## src/rtl/alu_pkg.sv

```systemverilog
// Shared ALU issue-stage definitions: ALU op encodings, ALUOp classes,
// funct/opcode constants, stage control record and the ALU control decoder.
package alu_pkg;

    localparam logic [3:0] ALU_AND = 4'd0;
    localparam logic [3:0] ALU_OR  = 4'd1;
    localparam logic [3:0] ALU_ADD = 4'd2;
    localparam logic [3:0] ALU_SUB = 4'd6;
    localparam logic [3:0] ALU_SLT = 4'd7;
    localparam logic [3:0] ALU_NOR = 4'd12;
    localparam logic [3:0] ALU_NOP = 4'd15;

    localparam logic [1:0] ALUOP_ADD   = 2'b00;
    localparam logic [1:0] ALUOP_SUB   = 2'b01;
    localparam logic [1:0] ALUOP_RTYPE = 2'b10;
    localparam logic [1:0] ALUOP_ITYPE = 2'b11;

    localparam logic [5:0] FN_ADD  = 6'h20;
    localparam logic [5:0] FN_ADDU = 6'h21;
    localparam logic [5:0] FN_SUB  = 6'h22;
    localparam logic [5:0] FN_SUBU = 6'h23;
    localparam logic [5:0] FN_AND  = 6'h24;
    localparam logic [5:0] FN_OR   = 6'h25;
    localparam logic [5:0] FN_NOR  = 6'h27;
    localparam logic [5:0] FN_SLT  = 6'h2A;
    localparam logic [5:0] FN_SLTU = 6'h2B;

    localparam logic [5:0] OPC_ADDI  = 6'h08;
    localparam logic [5:0] OPC_ADDIU = 6'h09;
    localparam logic [5:0] OPC_SLTI  = 6'h0A;
    localparam logic [5:0] OPC_ANDI  = 6'h0C;
    localparam logic [5:0] OPC_ORI   = 6'h0D;

    typedef struct packed {
        logic [3:0] op;
        logic       illegal;
    } alu_dec_t;

    typedef struct packed {
        logic       valid;
        logic [3:0] op;
        logic       illegal;
        logic       alu_src;
        logic       reg_dst;
        logic       reg_write;
        logic [4:0] rs;
        logic [4:0] rt;
        logic [4:0] rd;
    } ctrl_t;

    function automatic alu_dec_t alu_decode(input logic [1:0] alu_op,
                                            input logic [5:0] funct,
                                            input logic [5:0] opcode);
        alu_dec_t dec;
        dec.op      = ALU_NOP;
        dec.illegal = 1'b1;
        case (alu_op)
            ALUOP_ADD: begin dec.op = ALU_ADD; dec.illegal = 1'b0; end
            ALUOP_SUB: begin dec.op = ALU_SUB; dec.illegal = 1'b0; end
            ALUOP_RTYPE: begin
                dec.illegal = 1'b0;
                case (funct)
                    FN_ADD, FN_ADDU: dec.op = ALU_ADD;
                    FN_SUB, FN_SUBU: dec.op = ALU_SUB;
                    FN_AND:          dec.op = ALU_AND;
                    FN_OR:           dec.op = ALU_OR;
                    FN_NOR:          dec.op = ALU_NOR;
                    FN_SLT, FN_SLTU: dec.op = ALU_SLT;
                    default: begin dec.op = ALU_NOP; dec.illegal = 1'b1; end
                endcase
            end
            ALUOP_ITYPE: begin
                dec.illegal = 1'b0;
                case (opcode)
                    OPC_ADDI, OPC_ADDIU: dec.op = ALU_ADD;
                    OPC_ANDI:            dec.op = ALU_AND;
                    OPC_ORI:             dec.op = ALU_OR;
                    OPC_SLTI:            dec.op = ALU_SLT;
                    default: begin dec.op = ALU_NOP; dec.illegal = 1'b1; end
                endcase
            end
            default: begin dec.op = ALU_NOP; dec.illegal = 1'b1; end
        endcase
        return dec;
    endfunction

endpackage

```

## src/rtl/alu_fwd_mux.sv

```systemverilog
// One operand's forwarding select: EX/MEM beats MEM/WB, register $0 is never
// forwarded, otherwise the registered register-file value passes through.
module alu_fwd_mux #(
    parameter int WIDTH = 32
) (
    input  logic [4:0]       reg_i,
    input  logic [WIDTH-1:0] reg_data_i,
    input  logic             exm_reg_write_i,
    input  logic [4:0]       exm_rd_i,
    input  logic [WIDTH-1:0] exm_result_i,
    input  logic             mwb_reg_write_i,
    input  logic [4:0]       mwb_rd_i,
    input  logic [WIDTH-1:0] mwb_result_i,
    output logic [WIDTH-1:0] data_o
);

    // priority forward select
    always_comb begin
        data_o = reg_data_i;
        if (exm_reg_write_i && (exm_rd_i == reg_i) && (reg_i != 5'd0)) begin
            data_o = exm_result_i;
        end else if (mwb_reg_write_i && (mwb_rd_i == reg_i) && (reg_i != 5'd0)) begin
            data_o = mwb_result_i;
        end else begin
            data_o = reg_data_i;
        end
    end

endmodule

```

## src/rtl/alu_issue_stage.sv

```systemverilog
// ID/EX register stage: decodes ALU control, forms the immediate, and presents
// forwarded operands to the ALU with bubble/freeze/kill handling.
module alu_issue_stage
    import alu_pkg::*;
#(
    parameter int WIDTH = 32,
    parameter int OPW   = 4
) (
    input  logic             clk,
    input  logic             rst_n,
    input  logic             id_valid,
    input  logic [1:0]       id_alu_op,
    input  logic [5:0]       id_funct,
    input  logic [5:0]       id_opcode,
    input  logic [15:0]      id_imm16,
    input  logic             id_alu_src,
    input  logic             id_reg_dst,
    input  logic             id_reg_write,
    input  logic [4:0]       id_rs,
    input  logic [4:0]       id_rt,
    input  logic [4:0]       id_rd,
    input  logic [WIDTH-1:0] id_rs_data,
    input  logic [WIDTH-1:0] id_rt_data,
    input  logic             stall,
    input  logic             hold,
    input  logic             flush,
    input  logic             exm_reg_write,
    input  logic [4:0]       exm_rd,
    input  logic [WIDTH-1:0] exm_result,
    input  logic             mwb_reg_write,
    input  logic [4:0]       mwb_rd,
    input  logic [WIDTH-1:0] mwb_result,
    output logic             ex_valid,
    output logic [OPW-1:0]   ex_alu_op,
    output logic [WIDTH-1:0] ex_a,
    output logic [WIDTH-1:0] ex_b,
    output logic [WIDTH-1:0] ex_store_data,
    output logic [4:0]       ex_dest,
    output logic             ex_reg_write,
    output logic             ex_illegal
);

    ctrl_t            ctrl_q, ctrl_d;
    logic [WIDTH-1:0] rs_data_q, rs_data_d;
    logic [WIDTH-1:0] rt_data_q, rt_data_d;
    logic [WIDTH-1:0] imm_q, imm_d;

    alu_dec_t         dec_s;
    logic [WIDTH-1:0] imm_ext_s;
    logic [WIDTH-1:0] fwd_rs_s, fwd_rt_s;

    assign dec_s     = alu_decode(id_alu_op, id_funct, id_opcode);
    // andi/ori take a logical immediate; everything else is arithmetic
    assign imm_ext_s = ((id_opcode == OPC_ANDI) || (id_opcode == OPC_ORI))
                     ? {{(WIDTH-16){1'b0}}, id_imm16}
                     : {{(WIDTH-16){id_imm16[15]}}, id_imm16};

    alu_fwd_mux #(.WIDTH(WIDTH)) u_fwd_rs (
        .reg_i           (ctrl_q.rs),
        .reg_data_i      (rs_data_q),
        .exm_reg_write_i (exm_reg_write),
        .exm_rd_i        (exm_rd),
        .exm_result_i    (exm_result),
        .mwb_reg_write_i (mwb_reg_write),
        .mwb_rd_i        (mwb_rd),
        .mwb_result_i    (mwb_result),
        .data_o          (fwd_rs_s)
    );

    alu_fwd_mux #(.WIDTH(WIDTH)) u_fwd_rt (
        .reg_i           (ctrl_q.rt),
        .reg_data_i      (rt_data_q),
        .exm_reg_write_i (exm_reg_write),
        .exm_rd_i        (exm_rd),
        .exm_result_i    (exm_result),
        .mwb_reg_write_i (mwb_reg_write),
        .mwb_rd_i        (mwb_rd),
        .mwb_result_i    (mwb_result),
        .data_o          (fwd_rt_s)
    );

    // next-state select: flush > hold > stall > load
    always_comb begin
        ctrl_d    = ctrl_q;
        rs_data_d = rs_data_q;
        rt_data_d = rt_data_q;
        imm_d     = imm_q;
        if (flush || (stall && !hold)) begin
            ctrl_d    = '0;
            rs_data_d = {WIDTH{1'b0}};
            rt_data_d = {WIDTH{1'b0}};
            imm_d     = {WIDTH{1'b0}};
        end else if (hold) begin
            // refresh data so a producer retiring during the freeze is kept
            rs_data_d = fwd_rs_s;
            rt_data_d = fwd_rt_s;
        end else begin
            ctrl_d.valid     = id_valid;
            ctrl_d.op        = dec_s.op;
            ctrl_d.illegal   = dec_s.illegal;
            ctrl_d.alu_src   = id_alu_src;
            ctrl_d.reg_dst   = id_reg_dst;
            ctrl_d.reg_write = id_reg_write;
            ctrl_d.rs        = id_rs;
            ctrl_d.rt        = id_rt;
            ctrl_d.rd        = id_rd;
            rs_data_d        = id_rs_data;
            rt_data_d        = id_rt_data;
            imm_d            = imm_ext_s;
        end
    end

    // ID/EX boundary register with synchronous reset
    always_ff @(posedge clk) begin
        if (!rst_n) begin
            ctrl_q    <= '0;
            rs_data_q <= {WIDTH{1'b0}};
            rt_data_q <= {WIDTH{1'b0}};
            imm_q     <= {WIDTH{1'b0}};
        end else begin
            ctrl_q    <= ctrl_d;
            rs_data_q <= rs_data_d;
            rt_data_q <= rt_data_d;
            imm_q     <= imm_d;
        end
    end

    assign ex_valid      = ctrl_q.valid;
    assign ex_alu_op     = OPW'(ctrl_q.op);
    assign ex_a          = fwd_rs_s;
    assign ex_store_data = fwd_rt_s;
    assign ex_b          = ctrl_q.alu_src ? imm_q : fwd_rt_s;
    assign ex_dest       = ctrl_q.reg_dst ? ctrl_q.rd : ctrl_q.rt;
    assign ex_reg_write  = ctrl_q.reg_write & ctrl_q.valid & ~ctrl_q.illegal;
    assign ex_illegal    = ctrl_q.illegal & ctrl_q.valid;

endmodule

```

## config.mk

```make
export PLATFORM = sky130hd
export DESIGN_NAME = alu_issue_stage
export DESIGN_NICKNAME = d
export VERILOG_FILES = /design/src/rtl/alu_pkg.sv /design/src/rtl/alu_fwd_mux.sv /design/src/rtl/alu_issue_stage.sv
export SDC_FILE = /design/constraint.sdc
export NUM_CORES = 1
export LEC_CHECK = 0
export CORE_ASPECT_RATIO = 0.5
export CORE_MARGIN = 2
export CORE_UTILIZATION = 40
export CTS_CLUSTER_SIZE = 24
export DETAILED_ROUTE_END_ITERATION = 7
export PLACE_DENSITY = 0.82
export RECOVER_POWER = 100
export SLEW_MARGIN = 20
export SYNTH_ARGS = -nofsm -noshare
export SYNTH_HDL_FRONTEND = slang
export SYNTH_SLANG_ARGS = --single-unit
```

## constraint.sdc

```tcl
create_clock -name clk -period 3.35 [get_ports clk]
set_input_delay 0.67 -clock clk [delete_from_list [all_inputs] [get_ports clk]]
set_output_delay 0.67 -clock clk [all_outputs]
set_load 0.01 [all_outputs]
```

Yosys cells after proc, flatten, opt, wreduce, memory -nomap -nowiden
Index checks and enable logic that the tools add are counted.
W data, S select, Z words.
{"block": "totals", "output_inout_bits": 108, "ff_bits": 120, "rom_bits": 0, "latch_bits": 0, "ram_bits": 0, "word_cells": 74, "mem_count": 0}
{"block": "classes", "addsub": 0, "n_div": 0, "n_mul": 0, "bitwise": 5, "n_reduce_logical": 22, "mux": 14, "eq_ne": 21, "n_lt_le_gt_ge": 0, "n_shift": 0}
{"cell": "$mux W32", "count": 8}
{"cell": "$eq A6 B6 Y1 const B", "count": 9}
{"cell": "$eq A6 B4 Y1 const B", "count": 5}
{"cell": "$pmux W4 S6", "count": 1}
{"cell": "$eq A5 B5 Y1", "count": 4}
{"cell": "$pmux W5 S4", "count": 1}
{"cell": "$pmux W4 S4", "count": 1}
{"cell": "$reduce_bool A5 Y1", "count": 2}
{"cell": "$reduce_or A2 Y1", "count": 5}
{"cell": "$logic_and A1 B1 Y1", "count": 9}
{"cell": "$reduce_or A9 Y1", "count": 1}
{"cell": "$mux W5", "count": 1}
{"cell": "$reduce_or A5 Y1", "count": 1}
{"cell": "$eq A2 B2 Y1 const B", "count": 2}
{"cell": "$and A1 B1 Y1", "count": 3}
{"cell": "$eq A2 B1 Y1 const B", "count": 1}
{"cell": "$logic_not A2 Y1", "count": 1}
{"cell": "$logic_or A1 B1 Y1", "count": 2}
{"cell": "$mux W1", "count": 2}
{"cell": "$not A1 Y1", "count": 2}
{"cell": "$logic_not A1 Y1", "count": 1}

Longest topological paths before layout
Gate-level depths: netlist of run 1.
{"block": "logic_depth", "ltp_word": 6, "mapped_depth": 7, "ltp_nobuf": 5}

Cells and area by module
A second synthesis of run 1 with hierarchy kept.
{"block": "unflattened", "hier_cells": 837, "hier_area_um2": 6537.5}
{"module": "alu_issue_stage", "instances": 1, "cells_each": 441, "area_each_um2": 4330.4}
{"module": "alu_fwd_mux", "instances": 2, "cells_each": 198, "area_each_um2": 1103.6}

Least setup slack after synthesis of run 1
OpenSTA, ideal clock, no wires.
{"block": "synth_timing", "kind": "in2out", "from": "input exm_rd[0]", "to": "output ex_b[23]", "stages": 7, "path_buffers": 2, "setup_slack_ns": 0.620, "t_arrival_ns": 2.060, "t_required_ns": 2.680, "cell_sequence": "xor2_1 > nor4_1 > and2_1 > buf_4 > buf_2 > a221oi_2 > o31ai_1"}
{"block": "synth_via", "elab_chain_len": 5}
{"element": "from (decl)", "line": "alu_issue_stage.sv:28", "text": "input logic [4:0] exm_rd,"}
{"element": "$eq A5 B5 Y1", "line": "alu_fwd_mux.sv:20", "text": "if (exm_reg_write_i && (exm_rd_i == reg_i) && (reg_i != 5'd0)) begin"}
{"element": "$logic_and A1 B1 Y1 (2 in a row)", "line": "alu_fwd_mux.sv:20"}
{"element": "$mux W32", "line": "alu_fwd_mux.sv:20"}
{"element": "$mux W32", "line": "alu_issue_stage.sv:132", "text": "assign ex_b = ctrl_q.alu_src ? imm_q : fwd_rt_s;"}
{"element": "to (decl)", "line": "alu_issue_stage.sv:36", "text": "output logic [WIDTH-1:0] ex_b,"}
Every way passes these cells.

Final worst setup path of run 1
{"block": "layout_timing", "from": "input mwb_rd[2]", "to": "output ex_b[10]"}
{"block": "layout_via", "elab_chain_len": 6}
{"element": "from (decl)", "line": "alu_issue_stage.sv:31", "text": "input logic [4:0] mwb_rd,"}
{"element": "$eq A5 B5 Y1", "line": "alu_fwd_mux.sv:22", "text": "end else if (mwb_reg_write_i && (mwb_rd_i == reg_i) && (reg_i != 5'd0)) begin"}
{"element": "$logic_and A1 B1 Y1 (2 in a row)", "line": "alu_fwd_mux.sv:22"}
{"element": "$mux W32", "line": "alu_fwd_mux.sv:22"}
{"element": "$mux W32", "line": "alu_fwd_mux.sv:20"}
{"element": "$mux W32", "line": "alu_issue_stage.sv:132"}
Every way passes these cells.

==> results by group, run 1 <==
Place
  – Pre-CTS WS: -0.646 ns
  – Final HPWL DP: ~20,000 um
  – Port Buffers: between 300 and 400
  – Final Wtd Congestion: about 0.9

Logic synthesis
  – Avg Cell Area, Syn: between 8 and 9 sq um
  – Ys flop type: dfxtp_1
  – FFs w/ async S/R, synth: 0%
  – Synthesis Warnings: 0
  – Net count after synthesis: around 1,100
  – Register area share after synthesis: between 20 and 30%
  – Synthesized instance count: 866
  – Yosys cell types: 42
  – Register bit total from synthesis: ~110
  – Mapped cell area: 7060 sq um
  – Post-synth EDFFs: 0

Worst hold path
  – Min-Delay Path Class: reg -> reg
  – Worst Hold Depth: 2

Floorplan
  – Die height: about 98 um
  – Die area: 18,800 sq um
  – Ports: around 300
  – Initial Util: around two fifths
  – Die extent in x: roughly 190 um
  – Row count: 34
  – Core area: about 17,000 sq um

Pwr
  – Reg power frac: just over 40%
  – Clock share of power: a little over a third
  – Leak pwr: roughly 4.6 nW
  – Largest vdd supply drop: roughly 0.24 mV
  – Int Pwr: approximately 0.0023 W
  – Sw Ratio: between 20% and 30%
  – Switch Pwr: 0.000882 W
  – Combinational share of power: a little under a quarter
  – P per Cell Area: ~280 nW/um^2

Routing
  – DR WL/cell: roughly 22 um
  – Detailed Routing Iterations Pass 1: 6
  – Routed wire length: between 30,000 and 40,000 um
  – Antenna-violating nets left: 0
  – DR vias/cell: about 6.1
  – DR iter-0 viols: approximately 850
  – Residual DRC: 0
  – Total number of vias: around 8,500

STA
  – Final Hold Viols: 0
  – Final Max Slew Viols: 0
  – Tcrit/Tclk final: 102%
  – Unrepaired setup endpoints after global routing: yes
  – FMAX: 0.292 GHz
  – Setup violators final: 2
  – Minimum clock period: about 3.4 ns
  – Clock skew: roughly 0.010 ns
  – Final worst setup slack: -0.0758 ns
  – Slew @ Worst Pin: 1.24 ns
  – Slew headroom: between 10% and 20%

Critical path
  – Cells along the critical path: dlygate4sd2_1 > xnor2_1 > nand4_1 > or3_4 > buf_12 > a221oi_4 > buf_4 > o31ai_2 > buf_2
  – Req. time, crit path: 2.68 ns
  – Stages on worst setup path: 9
  – CP delay by family, top: buffers and inverters
  – Reg2reg path depth: 8
  – CP bufs+invs: 4
  – Crit. End Element: output port
  – Slowest cell delay on critical path: 0.54 ns
  – Crit path launch type: input port
  – Setup Crit Path Kind: in -> out
  – Crit-path slowest cell: or3_4
  – Worst-path fanout max: 7
  – Critical Path AT: roughly 2.8 ns

Finish
  – Nets: ~1,400
  – Area grow syn2layout: 60.0%
  – Layout cells sized above 1: about a fifth
  – Finished Core Util: 65.3%

Clock network
  – Total CTS buffers: 9
  – Hold_buf cts: 0
  – Clock sinks: roughly 110
  – CTS tree: done
  – Clock transition at path regs: ~0.080 ns
  – Clock Path Buffers: 2
  – Worst skew pair latency: 0.35 ns
  – H-tree levels: 3
  – Clock root buffer: clkbuf_16

GRT
  – Vias in the first global route: 8,298
  – Largest net degree at the start of global routing: approximately 110
  – Total GRT Usage: 30.5%
  – First-pass GRT wire length: roughly 45,000 um
  – Antenna violations before repair: 1
  – Grt ovf: 0

Run
  – Maxcap violations: 0

Run status
  – Failing checks: setup timing
  – Outcome: complete, but fails checks
[synth_stat cells (2+ instances only)]
cell type,count,area share (%)
nor2_1,136,7.2
dfxtp_1,105,30
clkbuf_1,72,3.8
mux2i_1,69,9.8
o21ai_0,69,4.9
nor3b_1,64,6.8
a41oi_1,63,7.8
a21oi_1,36,2.6
and3_1,34,3.0
o31ai_1,32,3.4
a22oi_1,30,3.2
nand2_1,29,1.5
a221oi_2,28,6.0
buf_4,10,1.1
xor2_1,10,1.2
xnor2_1,9,1.1
buf_1,7,0.37
buf_2,7,0.50
a221oi_1,5,0.62
inv_1,5,0.27
and2_1,4,0.35
buf_6,4,0.64
mux2_2,4,0.64
nand3_1,4,0.28
nor2b_1,4,0.35
nand4_1,3,0.27
nor4_1,3,0.27
a211oi_1,2,0.21
a31oi_1,2,0.18
and3b_1,2,0.25
nor3_1,2,0.14
or3_1,2,0.18
[area by class of cell]
class	count	area, sq um
antenna	1	2.50
sequential	105	2100
tap	234	293
multi-input combinational	657	4990
clock buffer	11	253
fill	1433	6020
clock inverter	5	61.3
timing repair buffer	387	3570
inverter	5	18.8
[layout by cell type, fill, tap and decap left out, drive strengths merged, types with 3 or more instances in the layout]
master / Yosys / routed
clkdlybuf4s50: 0 / 181
nor2: 136 / 136
dfxtp: 105 / 105
buf: 28 / 99
clkbuf: 72 / 73
o21ai: 69 / 69
mux2i: 69 / 69
nor3b: 64 / 64
a41oi: 63 / 63
a21oi: 36 / 36
and3: 34 / 34
a221oi: 33 / 33
o31ai: 32 / 32
a22oi: 30 / 30
nand2: 29 / 29
clkdlybuf4s15: 0 / 14
dlygate4sd2: 0 / 13
dlygate4sd3: 0 / 13
xor2: 10 / 10
xnor2: 10 / 10
inv: 5 / 6
dlymetal6s2s: 0 / 5
mux2: 4 / 4
nand3: 4 / 4
nor2b: 4 / 4
and2: 4 / 4
nand4: 3 / 3
nor4: 3 / 3
or3: 2 / 3
clkinv: 0 / 3
[power by group through the flow]
stage / Combinational [W] / Sequential [W] / Clock (W)
after floorplan: 0.000291 / 0.00133 / 0
after global placement: 0.000710 / 0.00133 / 0
after detailed placement: 0.000720 / 0.00134 / 0
after CTS: 0.000706 / 0.00131 / 0.00114
after global routing: 0.000784 / 0.00132 / 0.00120
final: 0.000739 / 0.00131 / 0.00114
[path summary, 6_finish.rpt]
check / end / start / slack (ns)
max: ex_b[10] / mwb_rd[2] / -0.08
min: ex_alu_op[0] / ex_alu_op[0] / 0.47
max reg2reg: rs_data_q[29] / ctrl_q[10] / 0.86
min reg2reg: ex_alu_op[0] / ex_alu_op[0] / 0.47
[sequential cells by signal, summed over array words and instances, names as in the netlist]
name / cells
ex_alu_op: 4
rt_data_q: 32
ctrl_q: 19
imm_q: 17
rs_data_q: 32
ex_valid: 1
[stage by stage]
step	power, W	hold WS, ns	std cells	instance area (sq um)	TNS [ns]
6_report	0.00319	0.474	1405	11300	-0.124
3_5_place_dp	0.00206	0.469	1364	10500	-45.05
4_1_cts	0.00316	0.479	1389	11000	-3.16
5_1_grt	0.00330	0.493	1405	11300	-1.35
3_3_place_gp	0.00204	0.452	1364	10500	-42.39
2_1_floorplan	0.00162	0.441	866	7060	0
[cells by family after synthesis]
logic type | Yosys count | share of synthesized area, %
mux | 73 | 10.4
compound gates | 271 | 29.3
xor+xnor | 20 | 2.59
simple gates | 292 | 21.3
buf+inv | 105 | 6.66
flops | 105 | 29.8
[what timing repair did]
item                       in CTS  in global routing
setup endpoints to repair      96                 96
gates cloned                    3                  6
pin swaps                      14                 34
buffers inserted                6                 10
resized for setup             207                163
[worst min-delay path, stage by stage, from the launching register on]
cell	delay, ns
dfxtp_1	0.32
nand2_1	0.06
a21oi_1	0.05
[metal layers]
layer	GRT usage (%)	vias up	wire length, um
li1	-	3885	-
met1	40.0	4130	12900
met2	49.6	425	14700
met3	5.21	84	2270
met4	13.0	0	1130
met5	0	-	0
No activity file was read; power rests on OpenSTA's default activity.
==> inputs of run 2 (changes only) <==
--- a/config.mk
+++ b/config.mk
@@ -10,6 +10,7 @@
 export CORE_UTILIZATION = 40
 export CTS_CLUSTER_SIZE = 24
 export DETAILED_ROUTE_END_ITERATION = 7
+export MAX_ROUTING_LAYER = met4
 export PLACE_DENSITY = 0.82
 export RECOVER_POWER = 100
 export SLEW_MARGIN = 20
==> results by group, run 2 (same netlist as run 1, synthesis figures left out) <==
Run status
  – Outcome: finished clean (was complete, but fails checks)

Critical path
  – Reg2reg path depth: 7 (was 8)
  – Worst r2r dst: rt_data_q[0] (was rs_data_q[29])
  – CP delay by family, top: buffers and inverters (unchanged)
  – Slowest cell delay on critical path: 0.35 ns (was 0.54 ns)
  – Crit path launch type: input port (unchanged)
  – Crit. End Element: output port (unchanged)
  – Crit-path most repeated cell: dlygate4sd2_1
  – Worst-path fanout max: 32 (was 7)
  – Critical Path AT: 2.60 ns (was 2.76 ns)
  – Worst setup path startpoint: mwb_rd[1] (was mwb_rd[2])
  – Stages on worst setup path: 9 (unchanged)
  – Cells along the critical path: dlygate4sd2_1 > buf_4 > xnor2_1 > nand4_1 > a211o_2 > buf_12 > mux2i_2 > a21oi_1 > dlygate4sd2_1 (was dlygate4sd2_1 > xnor2_1 > nand4_1 > or3_4 > buf_12 > a221oi_4 > buf_4 > o31ai_2 > buf_2)
  – Req. time, crit path: 2.68 ns (about the same)
  – Worst r2r src: ctrl_q[5] (was ctrl_q[10])
  – Crit-path slowest cell: a211o_2 (was or3_4)
  – Last element of the critical path: ex_a[12] (was ex_b[10])
  – Setup Crit Path Kind: in -> out (unchanged)
  – Worst reg2reg setup slack: 0.97 ns (was 0.86 ns)
  – CP bufs+invs: 4 (unchanged)

Pwr
  – Total chip power: 0.00307 W (was 0.00319 W)
  – Clock share of power: 33.7% (was 35.6%)
  – Leak pwr: 4.71 nW (was 4.64 nW)
  – Largest vdd supply drop: 0.251 mV (was 0.245 mV)
  – Sw Ratio: 28.6% (was 27.7%)
  – P per Cell Area: 274 nW/um^2 (was 282 nW/um^2)
  – Switch Pwr: 0.000878 W (was 0.000882 W)
  – Reg power frac: 42.6% (was 41.2%)
  – Int Pwr: 0.00219 W (was 0.00230 W)
  – Combinational share of power: 23.7% (was 23.2%)

Finish
  – Fill count: 1,423 (was 1,433)
  – Finished Core Util: 64.7% (was 65.3%)
  – Most common cell after layout, fill and taps aside: clkdlybuf4s50_1 (unchanged)
  – Nets: 1,351 (was 1,359)
  – Most frequent cells in the layout: 180 x clkdlybuf4s50_1, 135 x nor2_1, 103 x dfxtp_1, 69 x o21ai_0, 68 x mux2i_1 (was 181 x clkdlybuf4s50_1, 132 x nor2_1, 104 x dfxtp_1, 69 x o21ai_0, 67 x mux2i_1)
  – Final instance area: 11,200 sq um (was 11,300 sq um)
  – Finished Layout Cells: 1,396 (was 1,405)
  – Layout cells sized above 1: 16.5% (was 19.9%)
  – Ant. Diodes: 0 (was 1)
  – Area grow syn2layout: 58.7% (was 60.0%)
  – Largest registers: rs_data_q: 32 flops, rt_data_q: 32 flops, ctrl_q: 19 flops (unchanged)

Routing
  – Routed wire length: 30,200 um (was 31,000 um)
  – DR iter-0 viols: 785 (was 846)
  – Detailed Routing Iterations Pass 1: 7 (was 6)
  – Residual DRC: 0 (unchanged)
  – Antenna-violating nets left: 0 (unchanged)
  – Total number of vias: 8,401 (was 8,524)
  – DR vias/cell: 6.02 (was 6.07)
  – DR WL/cell: 21.6 um (was 22.0 um)

STA
  – Tcrit/Tclk final: 97.6% (was 102%)
  – FMAX: 0.306 GHz (was 0.292 GHz)
  – Setup tns final: 0 ns (was -0.124 ns)
  – Slew @ Worst Pin: 1.29 ns (was 1.24 ns)
  – Slew headroom: 14.1% (was 17.5%)
  – Final Max Slew Viols: 0 (unchanged)
  – Minimum clock period: 3.27 ns (was 3.43 ns)
  – Clock skew: 0.0135 ns (was 0.00996 ns)
  – Setup violators final: 0 (was 2)
  – Final Hold Viols: 0 (unchanged)

Floorplan
  – Die height: 97.9 um (unchanged)
  – Initial Util: 40.8% (unchanged)
  – Die extent in x: 192 um (unchanged)
  – Core area: 17,300 sq um (unchanged)
  – Die area: 18,800 sq um (unchanged)
  – Row count: 34 (unchanged)
  – Ports: 302 (unchanged)

Clock network
  – Clock sinks: 105 (unchanged)
  – Clock transition at path regs: 0.07 ns (was 0.08 ns)
  – Total CTS buffers: 9 (unchanged)
  – Hold_buf cts: 0 (unchanged)
  – H-tree levels: 3 (unchanged)
  – CTS tree: done (unchanged)
  – Worst skew pair latency: 0.35 ns (about the same)
  – Clock Path Buffers: 2 (unchanged)
  – Clock root buffer: clkbuf_16 (unchanged)

GRT
  – Antenna violations before repair: 0 (was 1)
  – Largest net degree at the start of global routing: 174 (was 109)
  – Vias in the first global route: 8,260 (was 8,298)
  – Grt ovf: 0 (unchanged)
  – Total GRT Usage: 31.7% (was 30.5%)
  – First-pass GRT wire length: 45,900 um (was 45,400 um)

Place
  – Final Wtd Congestion: 0.991 (was 0.904)
  – Dpl cells: 1,362 (was 1,364)
  – Port Buffers: 301 (unchanged)
  – Final HPWL DP: 20,400 um (about the same)
  – Cell Area, Placed: 10,500 sq um (about the same)

Run
  – Maxcap violations: 0 (unchanged)

Worst hold path
  – Min-Delay Path Class: reg -> reg (unchanged)
## run 2: layer usage
layer  share of wire (%)  global-route usage (%)  vias to the layer above
met2                  47                    51.9                      434
met4                 4.4                    12.2                        0
met3                 7.6                    5.07                       94
met1                  41                    39.2                     4022
met5                   0                       -                        -
li1                    -                       -                     3851
## run 2: power by group through the flow
| stage | Sequential [W] | Clock, W | Combinational, W |
|---|---|---|---|
| finish | 0.00131 | 0.00103 | 0.000728 |
| detailed placement | 0.00133 | 0 | 0.000725 |
| CTS | 0.00131 | 0.00104 | 0.000722 |
| floorplan | 0.00133 | 0 | 0.000291 |
| global route | 0.00131 | 0.00109 | 0.000773 |
| global placement | 0.00133 | 0 | 0.000712 |
## run 2: final cells by class
cell class	instances	area, sq um	share of cell area [%]
inverter	5	18.8	0.168
clock inverter	6	51.3	0.458
tap	234	293	2.61
timing repair buffer	380	3630	32.4
clock buffer	10	229	2.04
sequential	105	2100	18.8
multi-input combinational	656	4870	43.5
## run 2: stage by stage
| stage | hold slack (ns) | setup WS [ns] |
|---|---|---|
| after global placement | 0.451 | -0.561 |
| after CTS | 0.466 | -0.0368 |
| after global routing | 0.504 | -0.00664 |
| after detailed placement | 0.456 | -0.626 |
| after floorplan | 0.441 | 0.620 |
| final | 0.462 | 0.0800 |
## run 2: worst min-delay path by stage
stage                            start            to  slack (ns)  cells past startpoint
after floorplan           ex_alu_op[0]  ex_alu_op[0]        0.44                      2
after global placement    ex_alu_op[0]  ex_alu_op[0]        0.45                      2
after detailed placement  ex_alu_op[0]  ex_alu_op[0]        0.46                      2
after CTS                 ex_alu_op[0]  ex_alu_op[0]        0.47                      2
after global routing      ex_alu_op[0]  ex_alu_op[0]        0.50                      2
final                     ex_alu_op[0]  ex_alu_op[0]        0.46                      2
## run 2: tightest hold or removal path: cells and delay by family (launching register included)
| family | cells | cell delay (ns) |
|---|---|---|
| flops | 1 | 0.31 |
| simple gates | 1 | 0.06 |
| compound gates | 1 | 0.05 |
## run 2: timing repair
action,CTS,global route
resized for setup,242,55
endpoints found under the setup margin,96,62
gates cloned,5,1
pin swaps,15,28
setup buffers,6,7
==> inputs of run 3 (changes only) <==
--- a/config.mk
+++ b/config.mk
@@ -5,13 +5,15 @@
 export SDC_FILE = /design/constraint.sdc
 export NUM_CORES = 1
 export LEC_CHECK = 0
+export CELL_PAD_IN_SITES_DETAIL_PLACEMENT = 1
+export CELL_PAD_IN_SITES_GLOBAL_PLACEMENT = 1
 export CORE_ASPECT_RATIO = 0.5
 export CORE_MARGIN = 2
-export CORE_UTILIZATION = 40
+export CORE_UTILIZATION = 33
 export CTS_CLUSTER_SIZE = 24
 export DETAILED_ROUTE_END_ITERATION = 7
 export MAX_ROUTING_LAYER = met4
-export PLACE_DENSITY = 0.82
+export PLACE_DENSITY = 0.93
 export RECOVER_POWER = 100
 export SLEW_MARGIN = 20
 export SYNTH_ARGS = -nofsm -noshare
==> results by group, run 3 (same netlist as run 1, synthesis figures left out) <==
Floorplan
  – Ports: 302 (unchanged)
  – Row count: 37 (was 34)
  – Die extent in x: 211 um (was 192 um)
  – Initial Util: 34.0% (was 40.8%)
  – Die area: 22,600 sq um (was 18,800 sq um)
  – Die height: 107 um (was 97.9 um)
  – Core area: 20,800 sq um (was 17,300 sq um)

STA
  – Clock skew: 0.0107 ns (was 0.0135 ns)
  – Slew @ Worst Pin: 1.35 ns (was 1.29 ns)
  – FMAX: 0.302 GHz (was 0.306 GHz)
  – Unrepaired setup endpoints after global routing: yes
  – Setup violators final: 0 (unchanged)
  – Hold Slack: 0.494 ns (was 0.462 ns)
  – Final Hold Viols: 0 (unchanged)
  – Final Max Slew Viols: 0 (unchanged)
  – Minimum clock period: 3.32 ns (was 3.27 ns)
  – Tcrit/Tclk final: 99.0% (was 97.6%)
  – Final worst setup slack: 0.0350 ns (was 0.0800 ns)
  – Slew headroom: 10.2% (was 14.1%)

Clock network
  – Hold_buf cts: 0 (unchanged)
  – Clock Path Buffers: 2 (unchanged)
  – Clock root buffer: clkbuf_16 (unchanged)
  – Clock sinks: 105 (unchanged)
  – H-tree levels: 3 (unchanged)
  – Total CTS buffers: 9 (unchanged)
  – CTS tree: done (unchanged)
  – Worst skew pair latency: 0.36 ns (was 0.35 ns)
  – Clock transition at path regs: 0.08 ns (was 0.07 ns)

Finish
  – Final instance area: 11,500 sq um (was 11,200 sq um)
  – Most frequent cells in the layout: 180 x clkdlybuf4s50_1, 135 x nor2_1, 99 x dfxtp_1, 69 x mux2i_1, 69 x o21ai_0 (was 180 x clkdlybuf4s50_1, 135 x nor2_1, 103 x dfxtp_1, 69 x o21ai_0, 68 x mux2i_1)
  – Most common cell after layout, fill and taps aside: clkdlybuf4s50_1 (unchanged)
  – Layout cells sized above 1: 17.9% (was 16.5%)
  – Area grow syn2layout: 63.3% (was 58.7%)
  – Nets: 1,364 (was 1,351)
  – Finished Core Util: 55.5% (was 64.7%)
  – Largest registers: rs_data_q: 32 flops, rt_data_q: 32 flops, ctrl_q: 19 flops (unchanged)

GRT
  – Largest net degree at the start of global routing: 110 (was 174)
  – Met2 GRT Util: 54.7% (was 51.9%)
  – Met3 global-route usage: 4.73% (was 5.07%)
  – Vias in the first global route: 9,470 (was 8,260)
  – First-pass GRT wire length: 56,200 um (was 45,900 um)
  – GR Util met1: 39.7% (was 39.2%)
  – Busiest grt layer: met2 (unchanged)
  – Antenna violations before repair: 1 (was 0)
  – Grt ovf: 0 (unchanged)
  – Total GRT Usage: 32.9% (was 31.7%)

Critical path
  – Crit-path most repeated cell: buf_4 (was dlygate4sd2_1)
  – Cells along the critical path: clkdlybuf4s50_1 > inv_2 > a211oi_2 > buf_4 > and2_4 > buf_6 > buf_16 > a221oi_4 > buf_4 > o31ai_4 > buf_2 (was dlygate4sd2_1 > buf_4 > xnor2_1 > nand4_1 > a211o_2 > buf_12 > mux2i_2 > a21oi_1 > dlygate4sd2_1)
  – CP delay by family, top: buffers and inverters (unchanged)
  – Slowest cell delay on critical path: 0.50 ns (was 0.35 ns)
  – Crit path launch type: input port (unchanged)
  – Crit-path slowest cell: clkdlybuf4s50_1 (was a211o_2)
  – Reg2reg path depth: 8 (was 7)
  – Worst r2r src: ctrl_q[7] (was ctrl_q[5])
  – Crit. End Element: output port (unchanged)
  – Setup Crit Path Kind: in -> out (unchanged)
  – CP bufs+invs: 7 (was 4)
  – Critical Path AT: 2.65 ns (was 2.60 ns)
  – Worst reg2reg setup slack: 0.54 ns (was 0.97 ns)
  – Worst-path fanout max: 5 (was 32)
  – Req. time, crit path: 2.68 ns (about the same)
  – Worst r2r dst: rt_data_q[2] (was rt_data_q[0])

Worst hold path
  – Min-Delay Path Class: reg -> reg (unchanged)
  – Min-Delay Endpoint: ex_alu_op[0] (unchanged)
  – Hold wc startpoint: ex_alu_op[0] (unchanged)
  – Worst Hold Depth: 2 (unchanged)

Run
  – Maxcap violations: 0 (unchanged)

Routing
  – Residual DRC: 0 (unchanged)
  – DR WL/cell: 25.6 um (was 21.6 um)
  – DR vias/cell: 6.11 (was 6.02)
  – Total number of vias: 8,856 (was 8,401)
  – Antenna-violating nets left: 0 (unchanged)
  – Detailed Routing Iterations Pass 1: 5 (was 7)
  – Routed wire length: 37,000 um (was 30,200 um)
  – DR iter-0 viols: 781 (was 785)

Pwr
  – Leak pwr: 4.81 nW (was 4.71 nW)
  – Largest vdd supply drop: 0.239 mV (was 0.251 mV)
  – P per Cell Area: 285 nW/um^2 (was 274 nW/um^2)

Place
  – Cell Area, Placed: 10,700 sq um (was 10,500 sq um)
  – Final Wtd Congestion: 0.927 (was 0.991)
  – Final HPWL DP: 24,400 um (was 20,400 um)
  – Pre-CTS WS: -0.681 ns (was -0.626 ns)
  – Port Buffers: 301 (unchanged)

Run status
  – Outcome: finished clean (unchanged)
-- run 3: cell types whose count changed in the layout (fill, tap and decap cells not counted), moves of 4 or more --
cell,delta
buf_2,-8
a221oi_2,+5
a221oi_4,-5
clkdlybuf4s15_1,+5
clkdlybuf4s15_2,+5
dfxtp_1,-4
dfxtp_2,+4
dlygate4sd2_1,-4
-- run 3: stage by stage --
step | cells | power (W) | setup TNS, ns
global placement | 1408 | 0.00206 | -45.81
global route | 1449 | 0.00341 | -0.00933
floorplan | 866 | 0.00162 | 0
detailed placement | 1408 | 0.00209 | -49.30
finish | 1449 | 0.00329 | 0
CTS | 1445 | 0.00329 | -0.0688
-- run 3: how the worst max path moves through the flow --
| stage | startpoint | slack (ns) | endpoint | depth (start not counted) |
|---|---|---|---|---|
| 2_1_floorplan | exm_rd[0] | 0.62 | ex_b[23] | 7 |
| 3_3_place_gp | mwb_rd[4] | -0.62 | ex_b[17] | 9 |
| 3_5_place_dp | exm_rd[0] | -0.68 | ex_b[17] | 9 |
| 4_1_cts | mwb_rd[1] | -0.03 | ex_b[18] | 10 |
| 5_1_grt | ctrl_q[6] | -0.004 | ex_b[28] | 9 |
| 6_report | exm_reg_write | 0.03 | ex_b[13] | 11 |
-- run 3: report_power, final --
group	internal (W)	leakage [nW]	total (W)	switching [W]
combinational	0.000404	3.80	0.000766	0.000363
clock	0.000664	0.153	0.00121	0.000543
sequential	0.00128	0.856	0.00131	0.0000306
total	0.00235	4.81	0.00329	0.000936
-- run 3: layout make-up --
| type | count | area, sq um |
|---|---|---|
| multi-input cells | 657 | 4870 |
| clock inverters | 7 | 101 |
| repair buffers | 392 | 3860 |
| well taps | 273 | 342 |
| fillers | 2382 | 9260 |
| diodes | 1 | 2.50 |
| inverters | 5 | 18.8 |
| flip-flops and latches | 105 | 2110 |
| clock buffers | 9 | 225 |
-- run 3: per-layer routing --
layer,vias to the layer above,share of wire [%],wire [um]
li1,3896,-,-
met1,4446,42,15400
met2,396,49,18000
met3,118,5.2,1910
met4,0,4.7,1730
met5,-,0,0
-- run 3: repair_timing --
action	in CTS	in global routing
pin swaps	28	10
endpoints found under the setup margin	96	69
endpoints found under the hold margin	0	0
gates cloned	9	0
setup buffers	12	3
resized for setup	276	29
-- run 3: tightest hold or removal path, stage by stage, from the launching register on --
cell and delay [ns]:
dfxtp_1 0.32, nand2_1 0.07, a21oi_1 0.06
